### config.mk
export PLATFORM = sky130hd
export DESIGN_NAME = jtkicker_romarb_flat
export DESIGN_NICKNAME = d
export VERILOG_FILES = /design/src/rtl/jtkicker_romarb_if.sv /design/src/rtl/jtkicker_romarb.sv /design/src/flat_wrapper.sv
export SDC_FILE = /design/constraint.sdc
export NUM_CORES = 1
export LEC_CHECK = 0
export ABC_AREA = 1
export BUFFER_PORTS_ARGS = -buffer_cell sky130_fd_sc_hd__buf_4
export CORE_UTILIZATION = 35
export CTS_CLUSTER_DIAMETER = 50
export DETAILED_ROUTE_END_ITERATION = 10
export PLACE_DENSITY = 0.57
export SYNTH_ARGS = -nofsm -noshare
export SYNTH_HDL_FRONTEND = slang
export SYNTH_SLANG_ARGS = --single-unit
### constraint.sdc
create_clock -name clk -period 5.7 [get_ports clk]
set_input_delay 0.57 -clock clk [delete_from_list [all_inputs] [get_ports clk]]
set_output_delay 0.57 -clock clk [all_outputs]
set_load 0.005 [all_outputs]
### src/rtl/jtkicker_romarb_if.sv
// Bus bundle for the ROM arbiter: game-side ROM ports plus the SDRAM read channel.
// master is the arbiter side, slave is the game/SDRAM environment side.
interface jtkicker_romarb_if #(
   parameter int N  = 4,
   parameter int AW = 22
);
   logic [N*AW-1:0] req_addr;
   logic [N-1:0]    req_cs;
   logic [N*8-1:0]  req_data;
   logic [N-1:0]    req_ok;
   logic [21:0]     sdram_addr;
   logic            sdram_rd;
   logic            sdram_ack;
   logic            sdram_dst;
   logic [15:0]     sdram_dout;
   logic            busy;

   modport master (
      input  req_addr, req_cs, sdram_ack, sdram_dst, sdram_dout,
      output req_data, req_ok, sdram_addr, sdram_rd, busy
   );

   modport slave (
      output req_addr, req_cs, sdram_ack, sdram_dst, sdram_dout,
      input  req_data, req_ok, sdram_addr, sdram_rd, busy
   );
endinterface

### src/rtl/jtkicker_romarb.sv
// Shares one SDRAM read port between N ROM requesters, each with a one-word cache.
// Misses are served one at a time, round-robin from the pointer.
//
// state  | meaning
// IDLE   | no transaction; arbitrate among misses
// REQ    | sdram_rd held until sdram_ack
// WAIT   | read accepted, waiting for sdram_dst
// FILL   | cache entry written; advance pointer past the grantee
module jtkicker_romarb #(
   parameter int                N       = 4,
   parameter int                AW      = 22,
   parameter logic [N*22-1:0]   OFFSETS = '0
)(
   input  logic              clk,
   input  logic              rst,
   jtkicker_romarb_if.master bus
);
   localparam int IW = (N > 1) ? $clog2(N) : 1;

   localparam logic [1:0] S_IDLE = 2'd0;
   localparam logic [1:0] S_REQ  = 2'd1;
   localparam logic [1:0] S_WAIT = 2'd2;
   localparam logic [1:0] S_FILL = 2'd3;

   logic [1:0]    state;
   logic [IW-1:0] ptr;
   logic [IW-1:0] gnt;
   logic [IW-1:0] gnt_nxt;
   logic          found;
   logic          fill;
   logic          rd;
   logic [21:0]   rd_addr;
   logic [N-1:0]  valid;
   logic [N-1:0]  hit;
   logic [N-1:0]  miss;
   logic [20:0]   tag       [N];
   logic [15:0]   word      [N];
   logic [21:0]   byte_addr [N];
   logic [N*8-1:0] data_mux;

   // Offset add wraps in 22 bits; bit 0 picks the byte, the rest is the word tag.
   always_comb begin
      data_mux = '0;
      for (int i = 0; i < N; i++) begin
         byte_addr[i] = OFFSETS[i*22 +: 22] + 22'(bus.req_addr[i*AW +: AW]);
         hit[i]       = bus.req_cs[i] & valid[i] & (tag[i] == byte_addr[i][21:1]);
         miss[i]      = bus.req_cs[i] & ~hit[i];
         data_mux[i*8 +: 8] = byte_addr[i][0] ? word[i][15:8] : word[i][7:0];
      end
   end

   always_comb begin
      found   = 1'b0;
      gnt_nxt = '0;
      for (int k = 0; k < N; k++) begin
         if (!found && miss[(int'(ptr) + k) % N]) begin
            found   = 1'b1;
            gnt_nxt = IW'((int'(ptr) + k) % N);
         end
      end
   end

   // An ack with a same-cycle strobe skips WAIT.
   assign fill = ((state == S_REQ) && bus.sdram_ack && bus.sdram_dst) ||
                 ((state == S_WAIT) && bus.sdram_dst);

   always_ff @(posedge clk) begin
      if (!rst) begin
         state   <= S_IDLE;
         ptr     <= '0;
         gnt     <= '0;
         rd      <= 1'b0;
         rd_addr <= '0;
         valid   <= '0;
         for (int i = 0; i < N; i++) begin
            tag[i]  <= '0;
            word[i] <= '0;
         end
      end else begin
         case (state)
            S_IDLE: begin
               if (found) begin
                  gnt     <= gnt_nxt;
                  rd_addr <= {1'b0, byte_addr[gnt_nxt][21:1]};
                  rd      <= 1'b1;
                  state   <= S_REQ;
               end
            end
            S_REQ: begin
               if (bus.sdram_ack) begin
                  rd    <= 1'b0;
                  state <= bus.sdram_dst ? S_FILL : S_WAIT;
               end
            end
            S_WAIT: begin
               if (bus.sdram_dst) state <= S_FILL;
            end
            S_FILL: begin
               ptr   <= (gnt == IW'(N-1)) ? '0 : gnt + IW'(1);
               state <= S_IDLE;
            end
            default: state <= S_IDLE;
         endcase

         // Tag comes from the latched address, so a requester that moved meanwhile stays a miss.
         if (fill) begin
            word[gnt]  <= bus.sdram_dout;
            tag[gnt]   <= rd_addr[20:0];
            valid[gnt] <= 1'b1;
         end
      end
   end

   assign bus.req_data   = data_mux;
   assign bus.req_ok     = hit;
   assign bus.sdram_addr = rd_addr;
   assign bus.sdram_rd   = rd;
   assign bus.busy       = (state != S_IDLE);
endmodule
### src/flat_wrapper.sv
// flat-port wrapper written by rule: the top's interface ports become plain ports
module jtkicker_romarb_flat 
#(
   parameter int                N       = 4,
   parameter int                AW      = 22,
   parameter logic [N*22-1:0]   OFFSETS = '0
)
  (clk, rst, bus_req_addr, bus_req_cs, bus_sdram_ack, bus_sdram_dst, bus_sdram_dout, bus_req_data, bus_req_ok, bus_sdram_addr, bus_sdram_rd, bus_busy);
  jtkicker_romarb_if #(.N(N), .AW(AW)) bus_i ();
  input  logic clk;
  input  logic rst;
  input wire logic [$bits(bus_i.req_addr)-1:0] bus_req_addr;
  input wire logic [$bits(bus_i.req_cs)-1:0] bus_req_cs;
  input wire logic [$bits(bus_i.sdram_ack)-1:0] bus_sdram_ack;
  input wire logic [$bits(bus_i.sdram_dst)-1:0] bus_sdram_dst;
  input wire logic [$bits(bus_i.sdram_dout)-1:0] bus_sdram_dout;
  output wire logic [$bits(bus_i.req_data)-1:0] bus_req_data;
  output wire logic [$bits(bus_i.req_ok)-1:0] bus_req_ok;
  output wire logic [$bits(bus_i.sdram_addr)-1:0] bus_sdram_addr;
  output wire logic [$bits(bus_i.sdram_rd)-1:0] bus_sdram_rd;
  output wire logic [$bits(bus_i.busy)-1:0] bus_busy;
  assign bus_i.req_addr = bus_req_addr;
  assign bus_i.req_cs = bus_req_cs;
  assign bus_i.sdram_ack = bus_sdram_ack;
  assign bus_i.sdram_dst = bus_sdram_dst;
  assign bus_i.sdram_dout = bus_sdram_dout;
  assign bus_req_data = bus_i.req_data;
  assign bus_req_ok = bus_i.req_ok;
  assign bus_sdram_addr = bus_i.sdram_addr;
  assign bus_sdram_rd = bus_i.sdram_rd;
  assign bus_busy = bus_i.busy;
  jtkicker_romarb #(.N(N), .AW(AW), .OFFSETS(OFFSETS)) u_core (.clk(clk), .rst(rst), .bus(bus_i));
endmodule
Word level (Yosys, flattened, before mapping)
Memory sizes are Yosys's and may differ from the RTL's.
Index checks and enable logic that the tools add are counted.
{"block": "totals", "ramBits": 148, "regBits": 32, "n_memories": 2, "word_cells": 120}
{"name": "u_core.tag", "words": 4, "word_bits": 21, "rd": 4, "rd_clocked_by_memory_dff": 0, "write_ports": 4, "line": "jtkicker_romarb.sv:36", "source": "logic [20:0] tag [N];"}
{"name": "u_core.word", "words": 4, "word_bits": 16, "rd": 4, "rd_clocked_by_memory_dff": 0, "write_ports": 4, "line": "jtkicker_romarb.sv:37", "source": "logic [15:0] word [N];"}
{"block": "op_classes", "bitwise_logic": 21, "n_eq_ne": 11, "reduce_logical": 22, "addsub": 4, "order_cmp": 7, "n_mux": 47}
{"op": "$eq 21x21->1", "count": 4}
{"op": "$bmux 22 s2", "count": 1}
{"op": "$mux 22", "count": 2}
{"op": "$mux 8", "count": 4}
{"op": "$mux 1", "count": 21}
{"op": "$mux 21", "count": 1}
{"op": "$reduce_or 21->1", "count": 1}
{"op": "$mux 2", "count": 10}
{"op": "$mux 16", "count": 1}
{"op": "$reduce_or 16->1", "count": 1}
{"op": "$and 1x1->1", "count": 12}
{"op": "$lt 3x4->1 const B", "count": 3}
{"op": "$bmux 1 s2", "count": 4}
{"op": "$pmux 2 s4", "count": 1}
{"op": "$logic_and 1x1->1", "count": 7}
{"op": "$eq 2x2->1 const B", "count": 3}
{"op": "$lt 2x3->1 const B", "count": 2}
{"op": "$reduce_and 3->1", "count": 2}
{"op": "$reduce_or 2->1", "count": 3}
{"op": "$add 2x1->2 const B", "count": 2}
{"op": "$add 2x2->2 const B", "count": 2}
{"op": "$ne 2x2->1 const B", "count": 2}
{"op": "$not 1->1", "count": 4}
{"op": "$or 4x4->4", "count": 1}
{"op": "13 further kinds", "count": 18}

Longest topological paths before layout
Gate-level depths: netlist of run 1.
An unclocked memory read counts as a cell.
{"block": "depth", "depth_word": 21, "ltp_mapped": 21, "depth_no_buf": 20}

Worst setup path before layout of run 1
OpenSTA, ideal clock, no wires.
{"block": "synth_path", "kind": "reg2reg", "from": "register u_core.state[1]", "to": "memory u_core.tag[3][0], enable pin", "synth_period_minus_slack_ns": 4.039, "required_time_ns": 5.213, "setup_slack_ns": 1.661, "arrival_time_ns": 3.552, "setup_time_ns": 0.487, "stages_incl_launch_ff": 7, "cell_sequence": "dfxtp_1 -> inv_1 -> ha_1 -> nand3_1 -> nand2_1 -> inv_1 -> o31ai_1"}
{"item": "start: declaration", "line": "jtkicker_romarb.sv:25", "source": "logic [1:0] state;"}
{"item": "start signal: assignment", "line": "jtkicker_romarb.sv:92", "source": "state <= bus.sdram_dst ? S_FILL : S_WAIT;"}
{"item": "end: declaration", "line": "jtkicker_romarb.sv:36"}

==> results.tsv, run 1 <==
stage	metric	value	unit
synthesis	#FFs+latches synth	180	
critical_path	R2R setup slack	2.02	ns
critical_path	crit start category	flop	
placement	Port Buffers	170	
sta	Final setup viols	0	
global_route	largest net degree at the start of global routing	45	
hold_path	Hold Path Class	in -> reg	
global_route	GRT Resource Usage Total	0.221	
synthesis	Syn Nets	1377	
floorplanning	Initial Util	0.357	
global_route	grt total ovfl	0	
finish	ant diodes	0	
synthesis	cell count after synthesis	1257	
clocking	CTS buffer count	17	
sta	Slew @ Worst Pin	0.999	ns
synthesis	Mapped Avg Cell Area	7.93	um2
clocking	post_cts resized	0	
synthesis	top cells by count, synth	nand2_1, inv_1, nor2_1	
clocking	count of clock tree sinks	180	
synthesis	post-synth top area share	0.446	
pwr	leakage	0.00585	uW
sta	fin. max-slew vios	0	
critical_path	r2r endpoint	u_core.bus.sdram_addr[0]	
flow_run	Max Cap Viol	0	
critical_path	Worst Path Required	6.08	ns
detailed_routing	number of detailed-route iterations in the first pass	5	
clocking	clock tree root driver cell	clkbuf_16	
synthesis	Netlist cell types	36	
pwr	Pwr Density	365	nW/um2
synthesis	area leader, netlist	edfxtp_1	
pwr	maximum vdd drop	0.223	mV
synthesis	sequential share of the synthesized area	0.510	
critical_path	r2r worst-path depth	16	
floorplanning	io pins	172	
finish	final net count	1528	
detailed_routing	initial drt markers	802	
clocking	clock buffer depth	2	
global_route	vias in the first global route	8315	
finish	share of post-route cells with drive strength above 1	0.185	
synthesis	ys async rst share	0	
synthesis	Yosys warning count	0	
detailed_routing	Post-DRT Antenna Nets	0	
clocking	# H-tree levels	4	
critical_path	Critical Path Fanout Max	22	
finish	design area	12200	um2
detailed_routing	drt drc	0	
placement	GPL Wtd Cong	0.932	
finish	P&R area growth vs syn	22.1	%
detailed_routing	DRT Wirelength	31600	um
global_route	first-pass GRT wire length	47300	um
synthesis	most used flip-flop cell after synthesis	edfxtp_1	
detailed_routing	drt wl/cell	17.6	um
floorplanning	die area	29200	um2
sta	Slew headroom	0.332	
clocking	CTS tree	done	
floorplanning	Placeable Area	27900	um2
sta	RSZ-0062 raised after global routing	no	
detailed_routing	via/cell ratio	4.84	
sta	clock skew	0.0153	ns
clocking	post-CTS setup buffers	0	
run_status	status	finished clean	
sta	Max Clock Freq	0.272	GHz
critical_path	Crit. End Element	flop	
sta	setup TNS	0	ns
placement	post-DP HPWL	23900	um
critical_path	Crit Path Category	reg -> reg	
critical_path	crit path to	u_core.bus.sdram_addr[0]	
sta	min Tclk post-route	3.68	ns
critical_path	crit path DAT	4.06	ns
floorplanning	# rows	61	
clocking	CTS Hold Bufs	0	
critical_path	CP Launch Point	u_core.tag[2][20]	
synthesis	count leader, synth	nand2_1	
floorplanning	Die Height	171	um
synthesis	mapped cell area	9970	um2
synthesis	Post-synth EDFFs	148	
hold_path	Hold Startpoint	rst	
global_route	antenna violations before repair	0	
placement	placed cell areas	11600	um2
sta	hold violation count in the final report	0	
detailed_routing	vias	8701	
floorplanning	Horiz. Die Dim	171	um
clocking	clock slew at reported path FFs	0.08	ns
synthesis	largest cells by area after synthesis	edfxtp_1, nand2_1, inv_1	
finish	Finished Core Util	0.436	
sta	Fin Hold WS	0.473	ns
clocking	Worst-Skew Late Latency	0.44	ns
sta	final worst-path cycle share	0.646	
critical_path	Reg-to-Reg Start	u_core.tag[2][20]	
==> metal layers <==
layer / GRT usage / vias to the layer above / share of wire
met5: 0 / - / 0
met4: 0.0885 / 0 / 0.031
met3: 0.0581 / 59 / 0.084
met2: 0.372 / 376 / 0.47
met1: 0.268 / 3978 / 0.41
li1: - / 4288 / -
==> worst max-delay path, cell delays in order (launching register included) <==
cell	delay [ns]
edfxtp_1	0.43
xor2_1	0.20
nor2_1	0.11
nand2_1	0.06
nor2_1	0.13
nand3_1	0.25
nand3_1	0.19
nand2_2	0.10
o21ai_4	0.22
nand3_1	0.10
nand3_1	0.10
nand2_1	0.48
inv_1	0.78
nand3_1	0.19
nand3_1	0.14
nand2_1	0.07
inv_1	0.05
==> power by group <==
part	switching, uW	leakage (uW)	internal, uW	total [uW]
clock	589	0.000277	589	1180
combinational	1030	0.00378	510	1540
sequential	109	0.00180	1610	1720
total	1730	0.00585	2710	4440
==> state kept, by name (all words and copies together) (netlist names) <==
signal / flops
u_core.bus.sdram_addr: 21
u_core.word: 64
u_core.gnt: 2
u_core.ptr: 2
u_core.bus.sdram_rd: 1
u_core.tag: 84
u_core.state: 2
u_core.valid: 4
==> cell families after synthesis <==
logic type | count (synthesis) | share of synthesized area
AO/OA/AOI/OAI | 61 | 0.0349
buffers and inverters | 277 | 0.108
AND/OR/NAND/NOR | 688 | 0.292
XOR/XNOR | 10 | 0.00878
other | 1 | 0.000376
multiplexers | 32 | 0.0361
adder cells (fa/ha/maj) | 8 | 0.0100
flip-flops | 180 | 0.510
==> cell type report <==
cell class,instances,area [um2]
tap,378,473
sequential,180,5080
inverter,228,856
fill,2849,15800
clock buffer,17,425
clock inverter,15,153
timing repair buffer,181,1360
multi-input combinational,800,3820
==> how the worst min path moves through the flow <==
stage / endpoint / cells past startpoint
floorplan: u_core.valid[3] / 2
global placement: u_core.bus.sdram_rd / 2
detailed placement: u_core.bus.sdram_rd / 2
CTS: u_core.state[1] / 3
global route: u_core.state[1] / 3
finish: u_core.state[1] / 3
==> per-stage QoR <==
stage                     setup slack, ns  std cells  power [uW]
after floorplan                      1.66       1257        2700
after global placement               1.87       1767        3280
after detailed placement             1.78       1767        3290
after CTS                            2.03       1799        4460
after global routing                 1.78       1799        4690
final                                2.02       1799        4440
==> cell usage in the layout, fill, tap and decap left out, types with 2 or more instances in the layout <==
master and instances:
nand3_2 3, clkinv_1 3, xnor2_1 5, inv_8 7, nand4_1 48, or2_2 6
o211ai_1 2, clkinvlp_4 3, clkinv_4 2, nand2_2 4, mux2_2 32, nor4_1 4
inv_2 2, o21ai_0 13, ha_1 8, clkbuf_16 17, inv_1 223, nand3_1 96
dfxtp_1 32, nor3_1 5, or2_1 2, buf_4 181, o21ai_1 8, xor2_1 5
nand2_1 313, nor2_1 205, a22o_1 3, a211oi_1 2, edfxtp_1 148, a21oi_1 29
inv_6 2
Note: power is estimated with default switching activity, not from simulation.
==> inputs of run 2 (changes only) <==
==> constraint.sdc (replaced) <==
create_clock -name clk -period 3.5 [get_ports clk]
set_input_delay 0.35 -clock clk [delete_from_list [all_inputs] [get_ports clk]]
set_output_delay 0.35 -clock clk [all_outputs]
set_load 0.005 [all_outputs]
==> results.tsv, run 2 (same netlist as run 1, synthesis figures left out) <==
stage	metric	value	unit	change
critical_path	crit start category	flop		
sta	Final setup viols	0		unchanged
detailed_routing	Post-DRT Antenna Nets	0		unchanged
global_route	largest net degree at the start of global routing	44		-2.2%
pwr	switching power	2800	uW	+62%
hold_path	Hold Path Class	in -> reg		
critical_path	Crit. End Element	flop		
clocking	post-CTS setup buffers	0		unchanged
finish	max FFs per register	84		unchanged
global_route	GRT Resource Usage Total	0.219		-0.00213
floorplanning	Placeable Area	27900	um2	unchanged
global_route	first-pass GRT wire length	47400	um	+0.25%
floorplanning	Horiz. Die Dim	171	um	unchanged
finish	P&R area growth vs syn	22.7	%	
pwr	leakage	0.00589	uW	+0.67%
pwr	Pwr Density	595	nW/um2	+63%
clocking	CTS tree	done		
detailed_routing	number of detailed-route iterations in the first pass	5		unchanged
clocking	Worst-Skew Late Latency	0.43	ns	about the same
sta	RSZ-0062 raised after global routing	no		
clocking	CTS Hold Bufs	0		unchanged
sta	setup TNS	0	ns	unchanged
clocking	clock slew at reported path FFs	0.07	ns	about the same
pwr	cell internal pwr	4470	uW	+65%
global_route	vias in the first global route	8425		+1.3%
sta	Slew @ Worst Pin	0.788	ns	-0.211 ns
finish	ant diodes	0		unchanged
sta	fin. max-slew vios	0		unchanged
detailed_routing	vias	8837		+1.6%
sta	hold violation count in the final report	0		unchanged
finish	most frequent cells in the layout	nand2_1, inv_1, nor2_1		
sta	final worst-path cycle share	0.795		+0.148
sta	min Tclk post-route	2.78	ns	-0.902 ns
placement	DP Cell Count	1773		+0.34%
clocking	clock tree root driver cell	clkbuf_16		
detailed_routing	drt drc	0		unchanged
run_status	status	finished clean		
detailed_routing	via/cell ratio	4.90		+1.2%
global_route	grt total ovfl	0		unchanged
flow_run	Max Cap Viol	0		unchanged
global_route	antenna violations before repair	0		unchanged
finish	Top reg by flops	u_core.tag		
clocking	# H-tree levels	4		unchanged
clocking	clock buffer depth	2		unchanged
pwr	Sw Ratio	0.385		-0.00438
finish	commonest non-fill, non-tap cell in the layout	nand2_1		
detailed_routing	initial drt markers	815		+1.6%
floorplanning	Initial Util	0.357		unchanged
sta	Max Clock Freq	0.360	GHz	+32%
pwr	Gate power share	0.359		+0.012
floorplanning	Die Height	171	um	unchanged
floorplanning	io pins	172		unchanged
finish	non-filler cells, final	1805		+0.33%
critical_path	Crit Path Category	reg -> reg		
placement	Port Buffers	170		unchanged
placement	GPL Wtd Cong	0.918		-1.5%
clocking	post_cts resized	0		unchanged
sta	Slew headroom	0.474		+0.142
placement	post-DP HPWL	23900	um	-0.25%
critical_path	Worst Path Required	3.82	ns	-2.26 ns
clocking	count of clock tree sinks	180		unchanged
pwr	Clk pwr share	0.256		-0.009
critical_path	Critical Path Fanout Max	42		+91%
critical_path	crit path DAT	3.10	ns	-0.96 ns
finish	share of post-route cells with drive strength above 1	0.189		+0.00343
pwr	Flop pwr share	0.386		-0.002
finish	final net count	1534		+0.39%
clocking	CTS buffer count	17		unchanged
pwr	maximum vdd drop	0.263	mV	+18%
floorplanning	die area	29200	um2	unchanged
detailed_routing	drt wl/cell	17.4	um	-0.84%
floorplanning	# rows	61		unchanged
detailed_routing	DRT Wirelength	31400	um	-0.51%
sta	clock skew	0.0137	ns	-0.00157 ns
==> run 2: layout make-up <==
type | count | area [um2]
tap | 378 | 473
timing repair buffer | 187 | 1440
sequential | 180 | 5080
inverter | 228 | 856
clock buffer | 17 | 425
clock inverter | 15 | 138
fill | 2857 | 15700
multi-input combinational | 800 | 3820
==> run 2: worst paths after layout <==
kind | startpoint | end | slack, ns | cells after the start
max | u_core.tag[2][20] | u_core.bus.sdram_addr[18] | 0.72 | 15
min | rst | u_core.state[1] | 0.28 | 3
max reg2reg | u_core.tag[2][20] | u_core.bus.sdram_addr[18] | 0.72 | 15
min reg2reg | u_core.bus.sdram_rd | u_core.bus.sdram_rd | 0.49 | 2
==> run 2: critical path, cell delays in order, from the launching register on <==
cell,delay (ns)
edfxtp_1,0.42
xor2_1,0.26
nor2_1,0.07
nand2_1,0.06
nor2_1,0.04
nand3_1,0.23
nand3_1,0.18
nand3_1,0.12
nand2_2,0.10
nand4_4,0.14
buf_4,0.45
nand4_1,0.21
nand3_1,0.16
nand3_1,0.10
nand2_1,0.09
inv_1,0.04
==> run 2: routing by layer <==
layer | global-route usage | wire [um]
met4 | 0.0682 | 781
met1 | 0.271 | 13000
met5 | 0 | 0
met3 | 0.0423 | 2180
met2 | 0.383 | 15400
==> run 2: through the flow <==
step / utilization / power, uW / hold slack, ns / worst slack, ns / instance area, um2
floorplan: - / 4390 / 0.425 / 0.617 / 9980
global placement: 0.418 / 5450 / 0.482 / 0.653 / 11700
detailed placement: 0.418 / 5460 / 0.482 / 0.631 / 11700
CTS: 0.438 / 7300 / 0.262 / 0.706 / 12200
global route: 0.438 / 7680 / 0.268 / 0.485 / 12200
finish: 0.438 / 7280 / 0.277 / 0.719 / 12200
==> run 2: power by group through the flow <==
stage,Sequential [uW],Clock (uW),Combinational (uW)
6_report,2810,1860,2610
2_1_floorplan,2790,0,1600
3_5_place_dp,2850,0,2610
3_3_place_gp,2850,0,2600
4_1_cts,2810,1880,2620
5_1_grt,2830,1960,2880
==> inputs of run 3 (changes only) <==
--- a/config.mk
+++ b/config.mk
@@ -5,12 +5,12 @@
 export SDC_FILE = /design/constraint.sdc
 export NUM_CORES = 1
 export LEC_CHECK = 0
-export ABC_AREA = 1
+export ABC_AREA = 0
 export BUFFER_PORTS_ARGS = -buffer_cell sky130_fd_sc_hd__buf_4
 export CORE_UTILIZATION = 35
 export CTS_CLUSTER_DIAMETER = 50
 export DETAILED_ROUTE_END_ITERATION = 10
-export PLACE_DENSITY = 0.57
+export PLACE_DENSITY = 0.6
 export SYNTH_ARGS = -nofsm -noshare
 export SYNTH_HDL_FRONTEND = slang
 export SYNTH_SLANG_ARGS = --single-unit
==> constraint.sdc (replaced) <==
create_clock -name clk -period 2.5 [get_ports clk]
set_input_delay 0.25 -clock clk [delete_from_list [all_inputs] [get_ports clk]]
set_output_delay 0.25 -clock clk [all_outputs]
set_load 0.005 [all_outputs]
==> results.tsv, run 3 <==
stage	metric	value	unit	change
finish	max FFs per register	84		unchanged
synthesis	largest cells by area after synthesis	edfxtp_1, and2_1, dfxtp_1		
critical_path	CP most frequent cell	buf_12		
placement	GPL Wtd Cong	0.895		-2.5%
flow_run	Max Cap Viol	0		unchanged
floorplanning	Placeable Area	25300	um2	-9.6%
clocking	CTS tree	done		
finish	share of post-route cells with drive strength above 1	0.419		+0.230
placement	Port Buffers	170		unchanged
floorplanning	Horiz. Die Dim	163	um	-4.9%
critical_path	Crit Path Category	reg -> reg		
sta	Final setup viols	26		+26
hold_path	Hold Path Class	in -> reg		
detailed_routing	DRT Wirelength	26800	um	-15%
sta	final worst-path cycle share	1.17		+0.377
clocking	clock tree root driver cell	clkbuf_16		
detailed_routing	Post-DRT Antenna Nets	0		unchanged
global_route	largest net degree at the start of global routing	43		-2.3%
clocking	count of clock tree sinks	180		unchanged
detailed_routing	initial drt markers	464		-43%
clocking	Worst-Skew Late Latency	0.44	ns	about the same
synthesis	count leader, synth	edfxtp_1		
finish	P&R area growth vs syn	35.6	%	
floorplanning	io pins	172		unchanged
run_status	failing checks	setup timing		
clocking	clock slew at reported path FFs	0.07	ns	about the same
synthesis	ys async rst share	0		unchanged
synthesis	Syn Nets	817		-41%
sta	RSZ-0062 raised after global routing	yes		
placement	post-DP HPWL	20000	um	-16%
finish	Finished Core Util	0.484		+0.0458
finish	ant diodes	0		unchanged
clocking	CTS Hold Bufs	0		unchanged
synthesis	area leader, netlist	edfxtp_1		
sta	final worst slack	-0.430	ns	-1.15 ns
clocking	CTS buffer count	17		unchanged
sta	Max Clock Freq	0.341	GHz	-5.1%
detailed_routing	vias	6413		-27%
global_route	first-pass GRT wire length	39200	um	-17%
synthesis	mapped cell area	9020	um2	-9.6%
run_status	status	finished with violations		
global_route	grt total ovfl	0		unchanged
placement	placed cell areas	11300	um2	-3.6%
clocking	clock buffer depth	2		unchanged
synthesis	cell count after synthesis	697		-45%
detailed_routing	via/cell ratio	5.01		+2.3%
synthesis	#FFs+latches synth	180		unchanged
synthesis	Post-synth EDFFs	148		unchanged
clocking	# H-tree levels	4		unchanged
detailed_routing	drt drc	0		unchanged
floorplanning	Die Height	163	um	-4.9%
critical_path	Critical Path Max Stage Delay	0.56	ns	+0.11 ns
pwr	maximum vdd drop	0.365	mV	+39%
placement	worst slack at placement	-0.451	ns	-1.08 ns
synthesis	most used flip-flop cell after synthesis	edfxtp_1		
critical_path	crit path DAT	3.24	ns	+0.14 ns
floorplanning	Initial Util	0.357		about the same
critical_path	Worst Path Required	2.81	ns	-1.01 ns
finish	Top reg by flops	u_core.tag		
sta	min Tclk post-route	2.93	ns	+0.148 ns
sta	fin. max-slew vios	0		unchanged
sta	clock skew	0.0112	ns	-0.00247 ns
synthesis	Mapped Avg Cell Area	12.9	um2	+63%
critical_path	crit-path cells	xnor2_2 > nand4_1 > or4_4 > or2_0 > a221o_1 > a21oi_4 > buf_12 > buf_12 > buf_12 > mux2i_2 > o221ai_2		
global_route	antenna violations before repair	0		unchanged
synthesis	Yosys warning count	0		unchanged
detailed_routing	drt wl/cell	21.0	um	+20%
critical_path	Critical Path Fanout Max	8		-81%
synthesis	Netlist cell types	49		+36%
detailed_routing	number of detailed-route iterations in the first pass	5		unchanged
critical_path	Crit. End Element	flop		
floorplanning	die area	26400	um2	-9.5%
pwr	leakage	0.00495	uW	-16%
pwr	Final Power	8790	uW	+21%
sta	setup TNS	-8.74	ns	-8.74 ns
pwr	Pwr Density	719	nW/um2	+21%
floorplanning	# rows	58		-4.9%
synthesis	post-synth top area share	0.493		+0.0473
finish	commonest non-fill, non-tap cell in the layout	buf_4		
global_route	vias in the first global route	6196		-26%
sta	hold violation count in the final report	0		unchanged
finish	design area	12200	um2	-0.14%
synthesis	top cells by count, synth	edfxtp_1, and2_1, mux2i_1		
finish	most frequent cells in the layout	buf_4, edfxtp_1, and2_1		
critical_path	Slowest cell on crit path	or4_4		
finish	final net count	1058		-31%
synthesis	sequential share of the synthesized area	0.564		+0.0541
critical_path	crit start category	flop		
global_route	GRT Resource Usage Total	0.205		-0.0139
-- run 3: changes by cell type after synthesis, sizes merged, moves of 39 or more --
cell,previous run,this run
xor2,5,44
nand2,317,5
and3,0,40
nand3,99,24
nor2,205,11
mux2i,0,46
inv,225,9
and2,0,111
-- run 3: cell families after synthesis --
logic type,after synthesis,share of synthesized area
fa+ha+maj,8,0.0111
buf+inv,49,0.0308
compound gates,48,0.0544
mux,78,0.0910
xor+xnor,84,0.0816
other cells,1,0.000416
flops,180,0.564
simple gates,249,0.167
-- run 3: area by class of cell --
class,instances,area [um2]
well taps,330,413
clock buffers,18,429
fillers,2312,13000
multi-input cells,468,3970
inverters,9,33.8
repair buffers,262,2140
flip-flops and latches,180,5080
clock inverters,14,151
-- run 3: worst max-delay path, delay by kind of cell, from the launching register on --
kind	cells	cell delay, ns
and+or+nand+nor	3	0.90
AOI/OAI and AO/OA	3	0.62
muxes	1	0.25
xor gates and xnor gates	1	0.21
buffers and inverters	3	0.40
DFF	1	0.42
-- run 3: what timing repair did --
| item | CTS | global route |
|---|---|---|
| pin swaps | 22 | 16 |
| gates resized for setup | 40 | 26 |
| cloned | 2 | 0 |
| buffers inserted | 6 | 2 |
| setup endpoints to repair | 27 | 26 |
-- run 3: per-stage QoR --
step / hold slack (ns) / cells
after global placement: 0.454 / 1241
after detailed placement: 0.454 / 1241
after floorplan: 0.429 / 697
final: 0.115 / 1281
after global routing: 0.122 / 1281
after CTS: 0.117 / 1281
-- run 3: worst paths after layout --
| path | startpoint | to | slack (ns) | cells after the start |
|---|---|---|---|---|
| worst max-delay path | u_core.tag[0][10] | u_core.bus.sdram_addr[12] | -0.43 | 11 |
| worst min-delay path | bus_sdram_ack | u_core.bus.sdram_rd | 0.12 | 4 |
| worst max register to register | u_core.tag[0][10] | u_core.bus.sdram_addr[12] | -0.43 | 11 |
| worst min register to register | u_core.valid[3] | u_core.valid[3] | 0.47 | 2 |
-- run 3: report_power, final --
part,leakage [uW],internal (uW),switching (uW)
sequential,0.00179,3590,387
combinational,0.00287,1080,1020
clock,0.000282,1490,1230
-- run 3: metal layers --
| layer | global-route usage | vias to the layer above | wire (um) |
|---|---|---|---|
| met5 | 0 | - | 0 |
| met4 | 0.0592 | 0 | 394 |
| met3 | 0.0410 | 20 | 1670 |
| met1 | 0.302 | 3140 | 12900 |
| li1 | - | 3037 | - |
| met2 | 0.301 | 216 | 11900 |
